**src/rtl/demux_1to3_reg.sv**
```systemverilog
// Registered 1-to-3 stream demultiplexer.
// Takes one word per cycle on a valid/ready input and steers it to channel
// A, B or C according to in_sel, holding it in a one-entry output register.
// When in_sel is 11 the word is accepted and then discarded. A saturating
// counter tracks how many words have been discarded this way.
//
//  state | meaning
//  ------+-------------------------------------------------
//  EMPTY | output register free, in_ready=1
//  HOLD  | word held for channel 'dest', stable until drained
module demux_1to3_reg #(
  parameter int DATAWIDTH = 32,
  parameter int CNTWIDTH  = 8
) (
  input  logic                 clk,
  input  logic                 rst_n,
  input  logic                 in_valid,
  output logic                 in_ready,
  input  logic [DATAWIDTH-1:0] in_data,
  input  logic [1:0]           in_sel,
  output logic [DATAWIDTH-1:0] out_data,
  output logic                 outA_valid,
  output logic                 outB_valid,
  output logic                 outC_valid,
  input  logic                 outA_ready,
  input  logic                 outB_ready,
  input  logic                 outC_ready,
  output logic                 drop_pulse,
  output logic [CNTWIDTH-1:0]  drop_cnt
);

  typedef enum logic {EMPTY = 1'b0, HOLD = 1'b1} state_t;

  localparam logic [1:0] DEST_A = 2'b00;
  localparam logic [1:0] DEST_B = 2'b01;
  localparam logic [1:0] DEST_C = 2'b10;
  localparam logic [1:0] DEST_X = 2'b11;

  state_t                 state;
  state_t                 state_next;
  logic [1:0]             dest;
  logic                   sel_ready;
  logic                   accept;
  logic                   legal_acc;
  logic                   illegal_acc;
  logic                   drain;

  // Ready of the consumer currently addressed by the held word.
  always_comb begin
    sel_ready = 1'b0;
    case (dest)
      DEST_A:  sel_ready = outA_ready;
      DEST_B:  sel_ready = outB_ready;
      DEST_C:  sel_ready = outC_ready;
      default: sel_ready = 1'b0;
    endcase
  end

  assign accept      = in_valid & in_ready;
  assign legal_acc   = accept & (in_sel != DEST_X);
  assign illegal_acc = accept & (in_sel == DEST_X);
  assign drain       = (state == HOLD) & sel_ready;

  // State register.
  always_ff @(posedge clk or negedge rst_n) begin
    if (!rst_n) state <= EMPTY;
    else        state <= state_next;
  end

  // Next state: a legal accept always leaves a word held; otherwise a drain empties.
  always_comb begin
    state_next = state;
    case (state)
      EMPTY: if (legal_acc) state_next = HOLD;
      HOLD: begin
        if (legal_acc)  state_next = HOLD;
        else if (drain) state_next = EMPTY;
      end
      default: state_next = EMPTY;
    endcase
  end

  // Outputs: in_ready passes the addressed consumer's ready straight through
  // so a held word can be replaced in the same cycle it drains.
  always_comb begin
    in_ready   = (state == EMPTY) | sel_ready;
    outA_valid = (state == HOLD) & (dest == DEST_A);
    outB_valid = (state == HOLD) & (dest == DEST_B);
    outC_valid = (state == HOLD) & (dest == DEST_C);
  end

  // Payload and destination load only on a legal accept, so they stay stable while held.
  always_ff @(posedge clk or negedge rst_n) begin
    if (!rst_n) begin
      out_data <= '0;
      dest     <= DEST_A;
    end else if (legal_acc) begin
      out_data <= in_data;
      dest     <= in_sel;
    end
  end

  // Discard reporting: one-cycle pulse and a counter that sticks at all-ones.
  always_ff @(posedge clk or negedge rst_n) begin
    if (!rst_n) begin
      drop_pulse <= 1'b0;
      drop_cnt   <= '0;
    end else begin
      drop_pulse <= illegal_acc;
      if (illegal_acc && (drop_cnt != {CNTWIDTH{1'b1}}))
        drop_cnt <= drop_cnt + CNTWIDTH'(1);
    end
  end

endmodule

```
**config.mk**
```make
export PLATFORM = sky130hd
export DESIGN_NAME = demux_1to3_reg
export DESIGN_NICKNAME = d
export VERILOG_FILES = /design/src/rtl/demux_1to3_reg.sv
export SDC_FILE = /design/constraint.sdc
export NUM_CORES = 1
export LEC_CHECK = 0
export ABC_AREA = 1
export CAP_MARGIN = 20
export CORE_MARGIN = 5
export CORE_UTILIZATION = 39
export CTS_CLUSTER_DIAMETER = 100
export DETAILED_ROUTE_END_ITERATION = 10
export PLACE_DENSITY = 0.78
export SLEW_MARGIN = 10
export SYNTH_ARGS = -nofsm -noshare
export SYNTH_HDL_FRONTEND = slang
export SYNTH_SLANG_ARGS = --single-unit
```
**constraint.sdc**
```tcl
create_clock -name clk -period 2.8 [get_ports clk]
set_clock_uncertainty 0.2 [all_clocks]
set_input_delay 0.56 -clock clk [delete_from_list [all_inputs] [get_ports clk]]
set_output_delay 0.56 -clock clk [all_outputs]
set_load 0.03 [all_outputs]
```
After elaboration in Yosys (flattened, before gate mapping)
Cells that the tools add are included.
W data, S select, Z words.
{"block": "totals", "mem_bits_rw": 0, "regBits": 44, "romBits": 0, "n_memories": 0, "output_inout_bits": 45, "latchBits": 0}
{"block": "classes", "bitwise_logic": 9, "shift": 0, "n_div": 0, "n_reduce_logical": 2, "eq_ne": 5, "n_addsub": 1, "magnitude_cmp": 0, "mul": 0, "muxes": 5}
{"op": "$add A8 B1 Y8 const B", "n": 1}
{"op": "$ne A8 B8 Y1 const B", "n": 1}
{"op": "$and A1 B1 Y1", "n": 7}
{"op": "$eq A2 B2 Y1 const B", "n": 2}
{"op": "$mux W1", "n": 3}
{"op": "$pmux W1 S3", "n": 1}
{"op": "$eq A2 B1 Y1 const B", "n": 1}
{"op": "$logic_not A2 Y1", "n": 1}
{"op": "$ne A2 B2 Y1 const B", "n": 1}
{"op": "$pmux W1 S2", "n": 1}
{"op": "$logic_and A1 B1 Y1", "n": 1}
{"op": "$not A1 Y1", "n": 1}
{"op": "$or A1 B1 Y1", "n": 1}

Longest topological paths before layout
{"block": "depth", "ltp_word": 7, "depth_mapped": 9, "depth_no_buf": 9}

Least setup slack after synthesis
OpenSTA, ideal clock, no wires.
{"block": "synth_path", "kind": "register to output", "start": "register state", "end": "output port outB_valid", "arrival_ns": 1.108, "path_stages_with_launch": 3, "setup_slack_ns": 0.932, "n_path_buf": 0, "required_time_ns": 2.040, "path_cell_list": "dfrtp_1 inv_1 nor3_1"}
{"block": "synth_via", "elab_chain_cells": 1}
{"element": "start: declaration", "line_no": "39", "text": "state_t state;"}
{"element": "start signal: assignment", "line_no": "67", "text": "else state <= state_next;"}
{"element": "$and A1 B1 Y1", "line_no": "88", "text": "outB_valid = (state == HOLD) & (dest == DEST_B);"}
{"element": "end: declaration", "line_no": "23", "text": "output logic outB_valid,"}
No other way between the ends.

Final worst setup path
{"block": "layout_path", "start": "register dest[1]", "end": "output port outC_valid"}
{"block": "layout_via", "elab_chain_cells": 2}
{"element": "start: declaration", "line_no": "41", "text": "logic [1:0] dest;"}
{"element": "start signal: assignment", "line_no": "99", "text": "dest <= in_sel;"}
{"element": "$eq A2 B2 Y1", "line_no": "89", "text": "outC_valid = (state == HOLD) & (dest == DEST_C);"}
{"element": "$and A1 B1 Y1", "line_no": "89"}
{"element": "end: declaration", "line_no": "24", "text": "output logic outC_valid,"}
No other way between the ends.

==> metrics.txt <==
mean routed wirelength per cell 12.6 um; CTS resizes 0; HP Class in -> async; register bit count reported by yosys 44; antenna violations before repair 0; leak pwr 1.44 nW; Clk pwr share 0.141; Final period util 0.878; Final min period 2.46 ns; clk_lat worst skew 0.28 ns; Sequential Area 1100 um2; Placed Instances 377; First-pass DRT Iterations 4; Post-DP Area 2810 um2; final instance area 2920 um2; Root Buffer clkbuf_8; power share of the sequential group 0.331; Sw Pwr 1.43 mW; TritonCTS clock tree yes; Final Non-Filler Cells 385; syn_nets 273; final core utilization 0.606; Slew @ Worst Pin 0.496 ns; RD Place Congestion 0.829; Mapped Avg Cell Area 8.45 um2; setup bufs post-CTS 0; max_cap viols 0; instance count of the mapped netlist 232; Worst path max stage delay 0.71 ns; I/O Buffers 84; vias 1800; die area 6550 um2; CP startpoint kind flip-flop; WP data required 2.04 ns; multi-input logic area 738 um2; synth unique cells 20; detailed placer's ending HPWL 3570 um; Max Freq 407 MHz; Core Region 4820 um2; First DRT Iteration DRCs 103; FP Rows 25; sw frac 0.434; internal power component 1.86 mW; largest net degree at the start of global routing 37; vias in the first global route 1780; final wirelength 4840 um; mapped cell area 1960 um2; fillers 459; area delta synth->final 48.9%; PwrDens 1130 nW/um2; H-tree levels 2; CP max FO 4; Post-DRT Antenna Nets 0; layout cells sized above 1 0.0503; crit path DAT 1.70 ns; Initial Utilization 0.407; first-pass GRT wire length 8080 um; Hold Fails Final Rpt 0; number of I/O pins 85; crit-path cells inv_1, nor3_1, clkdlybuf4s50_1; Setup TNS 0 ns; Die Height 80.9 um; Die W 80.9 um; final number of setup-violating endpoints 0; Slew headroom 0.669; sequential area share after synthesis 0.562; CTS Hold Bufs 0; Worst path slowest cell clkdlybuf4s50_1; number of CTS-inserted buffers 5; GRT Total Usage 0.157; Bufs on Longest Clock Path 2; CTS sink cnt 44; Ys Warns 0; outcome finished clean; Pins Over Slew Limit 0; nets@finish 358; DR vias/cell 4.68; GRT Residual Overflow 0; crit path kind reg -> out; worst vdd rail ir drop 0.000577 V; CP endpoint kind output port; diode count 0; combinational fraction of design power 0.528; RSZ-0062 raised after global routing no; Clock Pin Slew Worst Setup and Hold Paths 0.08 ns; Remaining DRCs 0
[power by group through the flow]
stage / registers, mW / clock network (mW) / logic [mW]
CTS: 1.09 / 0.483 / 1.76
finish: 1.09 / 0.466 / 1.74
floorplan: 1.61 / 0 / 0.520
detailed placement: 1.10 / 0 / 1.76
global placement: 1.09 / 0 / 1.74
global route: 1.14 / 0.505 / 1.87
[path summary, 6_finish.rpt]
check	start	cells after the start	slack, ns	to
min	rst_n	1	0.03	out_data[9]$_DFFE_PN0P_
max reg2reg	dest[0]$_DFFE_PN0P_	7	0.94	dest[1]$_DFFE_PN0P_
min reg2reg	out_data[27]$_DFFE_PN0P_	2	0.27	out_data[27]$_DFFE_PN0P_
max	dest[1]$_DFFE_PN0P_	3	0.34	outC_valid
max in group asynchronous	rst_n	2	1.69	drop_cnt[3]$_DFFE_PN0P_
min in group clk	out_data[27]$_DFFE_PN0P_	2	0.27	out_data[27]$_DFFE_PN0P_
[registers in the layout (all words and copies together) (netlist names)]
register / cells
dest: 2
drop_cnt: 8
drop_pulse: 1
out_data: 32
state: 1
[routing by layer]
metal,global-route usage,vias up,share of wire
met5,0,-,0
met4,0.0439,0,0.0074
met3,0.0410,2,0.071
met2,0.291,61,0.52
met1,0.177,847,0.40
li1,-,890,-
[worst max-delay path, delay by kind of cell (launching register included)]
kind / cells / cell delay [ns]
buffers and inverters: 2 / 0.81
flip-flops: 1 / 0.40
AND/OR/NAND/NOR: 1 / 0.20
[cell usage after synthesis, drive strengths merged]
master	instances	area [um2]
buf	7	72.6
inv	13	48.8
a21oi	1	5.00
o21ai	2	10.0
nand4	13	87.6
dfrtp	44	1100
nor3	3	15.0
nand3	6	30.0
ha	1	12.5
nand2	130	498
nand3b	1	7.51
nor2	10	63.8
xor2	1	8.76
[logic make-up after synthesis]
| group | synth area share |
|---|---|
| adders and majority gates | 0.00638 |
| buffers and inverters | 0.0619 |
| DFF | 0.562 |
| AOI/OAI and AO/OA | 0.00766 |
| xor gates and xnor gates | 0.00447 |
| and+or+nand+nor | 0.358 |
[area by class of cell]
cell class	instances	area share
flip-flops and latches	44	0.377
clock inverters	2	0.0120
repair buffers	85	0.288
clock buffers	6	0.0249
multi-input cells	168	0.253
inverters	13	0.0167
well taps	67	0.0287
[through the flow]
step / hold slack (ns) / worst slack, ns / power (mW)
3_5_place_dp: 0.257 / 0.437 / 2.86
6_report: 0.0294 / 0.342 / 3.29
3_3_place_gp: 0.253 / 0.425 / 2.83
4_1_cts: 0.0396 / 0.335 / 3.34
2_1_floorplan: 0.0644 / 0.932 / 2.13
5_1_grt: 0.0696 / 0.266 / 3.51
[cell usage in the layout, fill, tap and decap left out]
cell             netlist  layout
clkinv_2               0       1
buf_4                  0       2
nor3_1                 3       3
a21oi_1                1       1
nor2_2                 1       1
buf_2                  1       1
inv_1                 13      13
nand2_1              128     128
o21ai_0                2       2
clkdlybuf4s50_1        0      82
nor2_1                 7       7
nand2_2                1       1
nor2_4                 1       1
nand3_1                6       6
nand3b_1               1       1
xor2_1                 1       1
nor2_8                 1       1
nand4_2                1       1
dfrtp_1               44      44
nand4_1               12      12
bufinv_16              0       1
ha_1                   1       1
nand2_4                1       1
clkbuf_8               0       5
clkbuf_1               0       1
Note: power is estimated with default switching activity, not from simulation.
